## src/rtl/pipe_stage_elastic.sv

```systemverilog
// Elastic pipeline register with valid/ready handshake, stall, flush and sticky halt.
// SKID=1 adds a second entry so in_ready does not depend on out_ready.
module pipe_stage_elastic #(
    parameter int unsigned        DATA_W    = 128,
    parameter int unsigned        SKID      = 1,
    parameter logic [DATA_W-1:0]  FLUSH_VAL = '0
) (
    input  logic              CLK,
    input  logic              nRST,
    input  logic              in_valid,
    output logic              in_ready,
    input  logic [DATA_W-1:0] in_data,
    input  logic              in_halt,
    output logic              out_valid,
    input  logic              out_ready,
    output logic [DATA_W-1:0] out_data,
    output logic              out_halt,
    input  logic              stall,
    input  logic              flush,
    output logic [1:0]        occupancy,
    output logic              halt_seen
);

    logic [DATA_W-1:0] r_main_data, r_skid_data;
    logic              r_main_halt, r_skid_halt;
    logic [1:0]        r_occ;
    logic              r_out_valid, r_out_halt, r_halt_seen, r_not_full;

    logic [DATA_W-1:0] w_main_data_nxt, w_skid_data_nxt;
    logic              w_main_halt_nxt, w_skid_halt_nxt;
    logic [1:0]        w_occ_nxt;
    logic              w_halt_seen_nxt;
    logic              w_room, w_push, w_pop;

    // SKID=1 uses the registered not-full flag; SKID=0 lets a pop free the slot same-cycle
    assign w_room   = (SKID != 0) ? r_not_full : (!r_out_valid || out_ready);
    assign in_ready = !stall && !flush && !r_halt_seen && w_room;
    assign w_push   = in_valid && in_ready;
    assign w_pop    = r_out_valid && out_ready && !stall && !flush;

    always_comb begin
        w_main_data_nxt = r_main_data;
        w_main_halt_nxt = r_main_halt;
        w_skid_data_nxt = r_skid_data;
        w_skid_halt_nxt = r_skid_halt;
        w_occ_nxt       = r_occ;
        w_halt_seen_nxt = r_halt_seen || (w_pop && r_main_halt);
        if (flush) begin
            w_main_data_nxt = FLUSH_VAL;
            w_main_halt_nxt = 1'b0;
            w_skid_data_nxt = FLUSH_VAL;
            w_skid_halt_nxt = 1'b0;
            w_occ_nxt       = 2'd0;
        end else if (!stall) begin
            if (SKID == 0) begin
                if (w_push) begin
                    w_main_data_nxt = in_data;
                    w_main_halt_nxt = in_halt;
                    w_occ_nxt       = 2'd1;
                end else if (w_pop) begin
                    w_occ_nxt       = 2'd0;
                end
            end else begin
                case (r_occ)
                    2'd0: begin
                        if (w_push) begin
                            w_main_data_nxt = in_data;
                            w_main_halt_nxt = in_halt;
                            w_occ_nxt       = 2'd1;
                        end
                    end
                    2'd1: begin
                        if (w_push && w_pop) begin
                            w_main_data_nxt = in_data;
                            w_main_halt_nxt = in_halt;
                        end else if (w_push) begin
                            w_skid_data_nxt = in_data;
                            w_skid_halt_nxt = in_halt;
                            w_occ_nxt       = 2'd2;
                        end else if (w_pop) begin
                            w_occ_nxt       = 2'd0;
                        end
                    end
                    default: begin
                        if (w_pop) begin
                            w_main_data_nxt = r_skid_data;
                            w_main_halt_nxt = r_skid_halt;
                            w_occ_nxt       = 2'd1;
                        end
                    end
                endcase
            end
        end
    end

    always_ff @(posedge CLK or negedge nRST) begin
        if (!nRST) begin
            r_main_data <= FLUSH_VAL;
            r_main_halt <= 1'b0;
            r_skid_data <= FLUSH_VAL;
            r_skid_halt <= 1'b0;
            r_occ       <= 2'd0;
            r_out_valid <= 1'b0;
            r_out_halt  <= 1'b0;
            r_halt_seen <= 1'b0;
            r_not_full  <= 1'b1;
        end else begin
            r_main_data <= w_main_data_nxt;
            r_main_halt <= w_main_halt_nxt;
            r_skid_data <= w_skid_data_nxt;
            r_skid_halt <= w_skid_halt_nxt;
            r_occ       <= w_occ_nxt;
            r_out_valid <= (w_occ_nxt != 2'd0);
            r_out_halt  <= (w_occ_nxt != 2'd0) && w_main_halt_nxt;
            r_halt_seen <= w_halt_seen_nxt;
            r_not_full  <= (w_occ_nxt != 2'd2);
        end
    end

    assign out_valid = r_out_valid;
    assign out_data  = r_main_data;
    assign out_halt  = r_out_halt;
    assign occupancy = r_occ;
    assign halt_seen = r_halt_seen;

endmodule

```

## config.mk

```make
export PLATFORM = sky130hd
export DESIGN_NAME = pipe_stage_elastic
export DESIGN_NICKNAME = d
export VERILOG_FILES = /design/src/rtl/pipe_stage_elastic.sv
export SDC_FILE = /design/constraint.sdc
export NUM_CORES = 1
export LEC_CHECK = 0
export BUFFER_PORTS_ARGS = -buffer_cell sky130_fd_sc_hd__buf_2
export CAP_MARGIN = 20
export CORE_AREA = 2 2 128 193
export DETAILED_ROUTE_END_ITERATION = 7
export DIE_AREA = 0 0 130 195
export PLACE_DENSITY = 0.84
export SLEW_MARGIN = 20
export SYNTH_ARGS = -nofsm -noshare
export SYNTH_HDL_FRONTEND = slang
export SYNTH_SLANG_ARGS = --single-unit
```

## constraint.sdc

```tcl
create_clock -name CLK -period 4.9 [get_ports CLK]
set_input_delay 0.735 -clock CLK [delete_from_list [all_inputs] [get_ports CLK]]
set_output_delay 0.735 -clock CLK [all_outputs]
set_load 0.02 [all_outputs]
```

Yosys cells after proc, flatten, opt, wreduce, memory -nomap -nowiden

Index checks and enable logic that the tools add are counted.

Add/sub/neg operators: 0
$mul: 0
Divide/modulo/power cells: 0
Order comparisons: 0
Eq/ne operators: 6
Shifts and indexed selects: 0
Muxes and demuxes: 29
Bitwise operators: 0
Reduce and logical (&&, ||, !) cells: 21

Operators with widths:

| cell                                                                    | count |
|---|---|
| 128-bit 2-to-1 mux                                                      | 9 |
| 128-bit case mux with 2 select lines                                    | 1 |
| 2-bit 2-to-1 mux                                                        | 7 |
| 1-bit logical AND                                                       | 10 |
| 1-bit 2-to-1 mux                                                        | 10 |
| 4-bit AND reduction                                                     | 2 |
| 3-bit inequality test, second input constant                            | 2 |
| 2-bit nonzero test                                                      | 3 |
| 2-bit inequality test, second input constant                            | 2 |
| 2-bit case mux with 2 select lines                                      | 1 |
| 4-bit nonzero test                                                      | 1 |
| 1-bit zero test                                                         | 3 |
| 2-bit by 1-bit equality test with 1-bit output, second input constant   | 1 |
| 2-bit zero test                                                         | 1 |
| 2-bit by 1-bit inequality test with 1-bit output, second input constant | 1 |
| 1-bit case mux with 2 select lines                                      | 1 |
| 1-bit logical OR                                                        | 1 |

Bits in registers: 264
Bits in latches: 0
Bits in writable memories: 0
Bits in read-only memories: 0
Input bits: 135
Output and inout bits: 134
Word-level logic and storage cells: 65
Memories kept: 0

Logic depth before layout (Yosys ltp)

Gate-level depths: netlist of the first run.

Depth after elaboration: 12
Mapped depth: 8
Depth with buffers taken out: 5

Worst setup path after synthesis of the first run

OpenSTA, ideal clock, no wires.

Kind: input port to output port
Start point: input flush
End point: output in_ready
Arrival time: 2.006 ns
Data required time: 4.165 ns
Path slack: 2.159 ns
Stages: 4
Path buffers: 3
Cell sequence: buf_2 -> buf_2 -> clkbuf_1 -> nor4b_1

Cells in the longest elaborated chain, start to end: 4

RTL lines:

| what                           | RTL line | source |
|---|---|---|
| start, declared                | 19       | `input logic flush,` |
| 1-bit zero test                | 37       | `assign in_ready = !stall && !flush && !r_halt_seen && w_room;` |
| 1-bit logical AND (3 in a row) | 37       |  |
| end, declared                  | 11       | `output logic in_ready,` |

Every way passes these cells.

Worst setup path in the final report of the first run

Start point: register r_occ[1] (netlist: occupancy[1])
End point: register r_main_data[40] (netlist: out_data[40])

Cells in the longest elaborated chain, start to end: 4
Elaborated cells on any way between the ends: 9
Those cells by class: eq/ne (3); mux (3); reduce/logical (3)

RTL lines:

| what                                                                                     | RTL line | source |
|---|---|---|
| start, declared                                                                          | 26       | `logic [1:0] r_occ;` |
| start signal, assigned                                                                   | 112      | `r_occ <= w_occ_nxt;` |
| 2-bit by 1-bit equality test with 1-bit output / 2-bit zero test (equally long branches) | 64       | `case (r_occ)` |
| 128-bit case mux with 2 select lines                                                     | 64       |  |
| 128-bit 2-to-1 mux                                                                       | 54       | `end else if (!stall) begin` |
| 128-bit 2-to-1 mux                                                                       | 48       | `if (flush) begin` |
| end signal, assigned                                                                     | 108      | `r_main_data <= w_main_data_nxt;` |
| end, declared                                                                            | 24       | `logic [DATA_W-1:0] r_main_data, r_skid_data;` |

Several ways; a longest one is shown, not always the timed one. The select of a mux whose other input is x is not followed.
A chain may end at the register's enable or synchronous reset.

==> results of run 1 <==
==> report_power, final <==
part / internal, mW / switching, mW / total, mW
clock network: 1.29 / 0.831 / 2.12
registers: 2.38 / 0.123 / 2.51
logic: 0.326 / 0.573 / 0.900
total: 4.00 / 1.53 / 5.53
==> kinds of logic (layout without fill, tap and decap cells) <==
family / Yosys count / after routing
buffers and inverters: 105 / 329
flip-flops: 264 / 264
multiplexers: 130 / 130
other: 0 / 7
AO/OA/AOI/OAI: 270 / 270
AND/OR/NAND/NOR: 405 / 405
==> critical path, stage by stage, from the launching register on <==
cell and delay (ps):
dfrtp_4 1100, or2_1 240, a221oi_2 80, nor2_4 670, buf_12 420, nand2_1 150, o31ai_2 90
==> state kept, by name, summed over array words and instances, names as in the netlist <==
signal       count
halt_seen        1
occupancy        2
out_data       128
out_halt         1
out_valid        1
r_main_halt      1
r_not_full       1
r_skid_data    128
r_skid_halt      1
==> routing by layer <==
layer / share of wire, % / wire length, um / vias to the layer above
met4: 4.1 / 1200 / 2
met3: 5.6 / 1620 / 72
met5: 0.042 / 12 / -
met1: 39 / 11400 / 4505
li1: - / - / 4438
met2: 51 / 14600 / 246
==> cell usage after synthesis, drive strengths merged <==
cell type  instances
a2111oi            1
a21o               1
a21oi              3
a221oi             1
a311o              1
a41oi              1
and2               1
buf               47
clkbuf            55
dfrtp            263
dfstp              1
inv                3
mux2               1
mux2i            129
nand2            260
nand2b           129
nand3              1
nand3b             1
nor2               6
nor3               4
nor4               1
nor4b              1
o21ai            131
o31ai            129
o32ai              1
o41a               1
or2                1
==> final timing paths <==
check | start | end | slack, ps | cells after the start
max reg2reg | occupancy[1]$_DFF_PN0_ | out_data[40]$_DFFE_PN0P_ | 1910 | 6
min | nRST | r_skid_data[87]$_DFFE_PN0P_ | 240 | 1
min in group CLK | in_data[75] | r_skid_data[75]$_DFFE_PN0P_ | 460 | 3
max in group asynchronous | nRST | out_data[90]$_DFFE_PN0P_ | 3370 | 2
max | occupancy[1]$_DFF_PN0_ | out_data[40]$_DFFE_PN0P_ | 1910 | 6
min reg2reg | out_data[118]$_DFFE_PN0P_ | out_data[118]$_DFFE_PN0P_ | 480 | 2
==> per-stage QoR <==
stage               cells  power [mW]  instance area, um^2  utilization [%]
floorplan            1174        3.12                12600                -
global placement     1670        3.41                14000             59.4
detailed placement   1670        3.45                14000             59.4
CTS                  1716        5.59                14900             63.3
global route         1721        5.78                15000             63.5
finish               1724        5.53                15000             63.5
==> cell type report <==
| cell class | count | area [um^2] |
|---|---|---|
| diodes | 7 | 17.5 |
| clock buffers | 38 | 767 |
| clock inverters | 8 | 143 |
| fillers | 1903 | 8600 |
| inverters | 3 | 11.3 |
| multi-input cells | 805 | 5480 |
| flip-flops and latches | 264 | 6610 |
| well taps | 319 | 399 |
| repair buffers | 280 | 1530 |
==> flow_metrics.env, run 1 <==
export IMPL_outcome="finished clean"
export IMPL_start_util_pct=53.6
export IMPL_wl_per_cell_um=16.8
export IMPL_use_met3_pct=4.74
export IMPL_area_growth_pct=18.4
export IMPL_cts_path_max_buffers=3
export IMPL_pre_cts_ws_ps=1940
export IMPL_synth_top_cell_area_share_pct=52.1
export IMPL_dieArea_um2=25400
export IMPL_drv_slew=0
export IMPL_use_met1_pct=27.9
export IMPL_use_met2_pct=38.3
export IMPL_antenna_left=0
export IMPL_synth_compound_area_share_pct=18.1
export IMPL_gp_congestion=0.801
export IMPL_ctsHoldBuffers=0
export IMPL_hold_path_class="primary input to asynchronous set/reset pin"
export IMPL_ys_seq_area_share_pct=52.3
export IMPL_period_needed_ps=2990
export IMPL_coreArea_um2=23600
export IMPL_cts_resized=0
export IMPL_tns_ps=0
export IMPL_yosys_warnings=0
export IMPL_wirelength_um=28900
export IMPL_num_vias=9263
export IMPL_synth_top_cells_by_area="dfrtp_1 52%, o31ai_2 11%, mux2i_1 10%"
export IMPL_rows=69
export IMPL_cts_sinks=264
export IMPL_setup_viol=0
export IMPL_first_pass_iters=4
export IMPL_crit_required_ps=5320
export IMPL_drive_gt1_share_pct=31.5
export IMPL_setup_slack_ps=1910
export IMPL_cts_setup_buffers=0
export IMPL_drc=0
export IMPL_synth_xor_area_share_pct=0
export IMPL_peakVddDrop_uv=334
export IMPL_cts_tree="yes"
export IMPL_max_freq_ghz=0.335
export IMPL_muxShareOfSynthArea_pct=10.3
export IMPL_synth_adder_area_share_pct=0
export IMPL_cp_start_kind="flip-flop"
export IMPL_netlist_area_um2=12600
export IMPL_dieHeight_um=195
export IMPL_worstPathMaxFanout=79
export IMPL_drv_cap=0
export IMPL_cp_data_arrival_time_ps=3410
export IMPL_avgSynthCellArea_um2=10.8
export IMPL_hold_slack_ps=238
export IMPL_port_buffers=268
export IMPL_hold_violations=0
export IMPL_final_common_cell="buf_2"
export IMPL_h_tree_depth=1
export IMPL_timing_worst_setup_path_type="flip-flop to flip-flop"
export IMPL_cts_clk_slew_worst_paths_ps=60
export IMPL_ios=269
export IMPL_numCtsBuffers=26
export IMPL_grt_first_pass_wirelength_um=46700
export IMPL_track_usage_pct=22.6
export IMPL_rsz0062_at_grt="false"
export IMPL_synth_nets=1309
export IMPL_synth_area_leader_cell="dfrtp_1"
export IMPL_synth_cell_types=31
export IMPL_nets=1515
export IMPL_dp_hpwl_um=18500
export IMPL_relSlewSlack_pct=29.4
export IMPL_clock_skew_ps=12.8
export IMPL_crit_path_end_kind="flip-flop"
export IMPL_p_per_area_nw_per_um2=369
export IMPL_overflow=0
export IMPL_leakagePower_nw=6.74
export IMPL_tightest_slew_ps=1060
export IMPL_synth_seq_cells=264
export IMPL_drt_iter0_drc=558
export IMPL_busiest_layer="met2"
export IMPL_die_w_um=130
export IMPL_synth_top_family_by_area="compound AO/OA/AOI/OAI gates"
export IMPL_insertion_delay_ps=520
export IMPL_grt_pass1_vias=9326
export IMPL_grt_max_degree=199
export IMPL_mostFrequentLayoutCells="266 x buf_2, 262 x dfrtp_1, 260 x nand2_1"
export IMPL_syn_inst=1174
export IMPL_antenna_found_initial=8
export IMPL_synth_simple_area_share_pct=14.9
export IMPL_period_share_pct=61.0
export IMPL_routed_via_density=5.37
export IMPL_cts_root_buf="clkbuf_16"
Power figures use the tool's default switching activity.
==> run 2, diff against run 1 <==
--- a/config.mk
+++ b/config.mk
@@ -7,10 +7,10 @@
 export LEC_CHECK = 0
 export BUFFER_PORTS_ARGS = -buffer_cell sky130_fd_sc_hd__buf_2
 export CAP_MARGIN = 20
-export CORE_AREA = 2 2 128 193
+export CORE_AREA = 2 2 133 200
 export DETAILED_ROUTE_END_ITERATION = 7
-export DIE_AREA = 0 0 130 195
-export PLACE_DENSITY = 0.84
+export DIE_AREA = 0 0 135 202
+export PLACE_DENSITY = 0.82
 export SLEW_MARGIN = 20
 export SYNTH_ARGS = -nofsm -noshare
 export SYNTH_HDL_FRONTEND = slang
==> constraint.sdc (replaced) <==
create_clock -name CLK -period 2.4 [get_ports CLK]
set_input_delay 0.36 -clock CLK [delete_from_list [all_inputs] [get_ports CLK]]
set_output_delay 0.36 -clock CLK [all_outputs]
set_load 0.02 [all_outputs]
==> flow_metrics.env, run 2 (same netlist as run 1, synthesis figures left out) <==
export IMPL_dieHeight_um=202
export IMPL_fill_cells=2128
export IMPL_register_area_um2=6610
export IMPL_drive_gt1_share_pct=32.2
export IMPL_hold_path_class="primary input to flip-flop"
export IMPL_setup_slack_ps=213
export IMPL_tightest_slew_ps=788
export IMPL_cp_start_kind="flip-flop"
export IMPL_swShare_pct=28.2
export IMPL_drv_slew=0
export IMPL_ios=269
export IMPL_dp_hpwl_um=18600
export IMPL_coreArea_um2=25600
export IMPL_cts_resized=0
export IMPL_clkPwrFrac_pct=40.0
export IMPL_period_share_pct=91.1
export IMPL_cts_tree="yes"
export IMPL_grt_max_degree=145
export IMPL_p_int_mw=8.35
export IMPL_overflow=0
export IMPL_tns_ps=0
export IMPL_wirelength_um=29300
export IMPL_min_from="in_data[74]"
export IMPL_grt_first_pass_wirelength_um=48400
export IMPL_crit_path_end_kind="output port"
export IMPL_leakagePower_nw=6.84
export IMPL_gp_congestion=0.809
export IMPL_multiInputGateArea_um2=5480
export IMPL_grt_pass1_vias=9562
export IMPL_antenna_found_initial=7
export IMPL_first_pass_iters=5
export IMPL_rsz0062_at_grt="false"
export IMPL_drt_iter0_drc=504
export IMPL_area_growth_pct=20.0
export IMPL_insertion_delay_ps=560
export IMPL_cts_root_buf="clkbuf_16"
export IMPL_setup_viol=0
export IMPL_relSlewSlack_pct=47.5
export IMPL_pre_cts_ws_ps=441
export IMPL_nets=1522
export IMPL_clock_skew_ps=14.3
export IMPL_post_route_util_pct=59.3
export IMPL_timing_worst_setup_path_type="flip-flop to output port"
export IMPL_setup_worst_path_start="occupancy[1]$_DFF_PN0_"
export IMPL_hold_violations=0
export IMPL_port_buffers=268
export IMPL_num_vias=9267
export IMPL_drc=0
export IMPL_peakVddDrop_uv=587
export IMPL_crit_required_ps=2040
export IMPL_cts_path_max_buffers=3
export IMPL_wl_per_cell_um=16.8
export IMPL_max_freq_ghz=0.457
export IMPL_cts_clk_slew_worst_paths_ps=70
export IMPL_period_needed_ps=2190
export IMPL_drv_cap=0
export IMPL_cp_data_arrival_time_ps=1830
export IMPL_start_util_pct=49.4
export IMPL_worstPathMaxFanout=85
export IMPL_mostFrequentLayoutCells="266 x buf_2, 262 x dfrtp_1, 260 x nand2_1"
export IMPL_antenna_left=0
export IMPL_h_tree_depth=1
export IMPL_cts_setup_buffers=0
export IMPL_p_comb_share_pct=16.1
export IMPL_numCtsBuffers=27
export IMPL_routed_via_density=5.31
export IMPL_p_switching_mw=3.27
export IMPL_cts_sinks=264
export IMPL_track_usage_pct=21.7
export IMPL_dieArea_um2=27300
export IMPL_power_share_sequential_pct=43.9
export IMPL_rows=72
export IMPL_r2r_start="occupancy[1]$_DFF_PN0_"
export IMPL_p_per_area_nw_per_um2=766
export IMPL_outcome="finished clean"
export IMPL_final_common_cell="buf_2"
export IMPL_die_w_um=135
## run 2: cell count changes in the layout (fill, tap and decap cells not counted), moves of 3 or more
cell      previous run  this run
buf_12               5        12
clkbuf_1             6         1
clkinv_2             3         7
diode_2              7         4
## run 2: routing by layer
metal	up-vias	GRT usage (%)	wire length, um
met3	79	3.99	1460
li1	4466	-	-
met1	4480	26.2	11700
met4	6	10.9	1340
met5	-	0	34
met2	236	37.1	14800
## run 2: final cells by class
type                            instances  share of cell area [%]
Sequential cell                       264                    43.6
Inverter                                3                  0.0742
Multi-Input combinational cell        805                    36.1
Clock buffer                           34                    5.02
Timing Repair Buffer                  286                    10.9
Antenna cell                            4                  0.0660
Tap cell                              333                    2.75
Clock inverter                         16                    1.51
## run 2: stage by stage
step           hold WS [ps]  area, um^2  std cells  power (mW)
2_1_floorplan          64.4       12600       1174        6.37
3_3_place_gp            380       14200       1690        6.99
3_5_place_dp            385       14200       1690        7.06
4_1_cts                23.8       15200       1741        11.8
5_1_grt                42.7       15200       1744        12.2
6_report               56.5       15200       1745        11.6
## run 2: what timing repair did
item | 4_1_cts | 5_1_grt
endpoints found under the setup margin | 0 | 0
hold buffers | 1 | 0
hold endpoints to repair | 67 | 0
## run 2: worst max-delay path, stage by stage (launching register included)
cell	delay (ps)
dfrtp_4	450
buf_12	520
buf_2	290
## run 2: final timing paths
check / end / slack (ps) / cells past startpoint
max: occupancy[1] / 210 / 2
min: r_skid_data[74]$_DFFE_PN0P_ / 60 / 3
max reg2reg: out_data[41]$_DFFE_PN0P_ / 440 / 4
min reg2reg: out_data[68]$_DFFE_PN0P_ / 470 / 2
max in group asynchronous: out_data[114]$_DFFE_PN0P_ / 1250 / 3
min in group asynchronous: out_data[87]$_DFFE_PN0P_ / 380 / 2
## run 2: power groups by stage
stage	registers, mW	logic, mW	clock network (mW)
global placement	5.15	1.83	0
finish	5.10	1.87	4.65
floorplan	5.42	0.951	0
CTS	5.10	1.90	4.78
global route	5.15	2.06	4.96
detailed placement	5.18	1.89	0
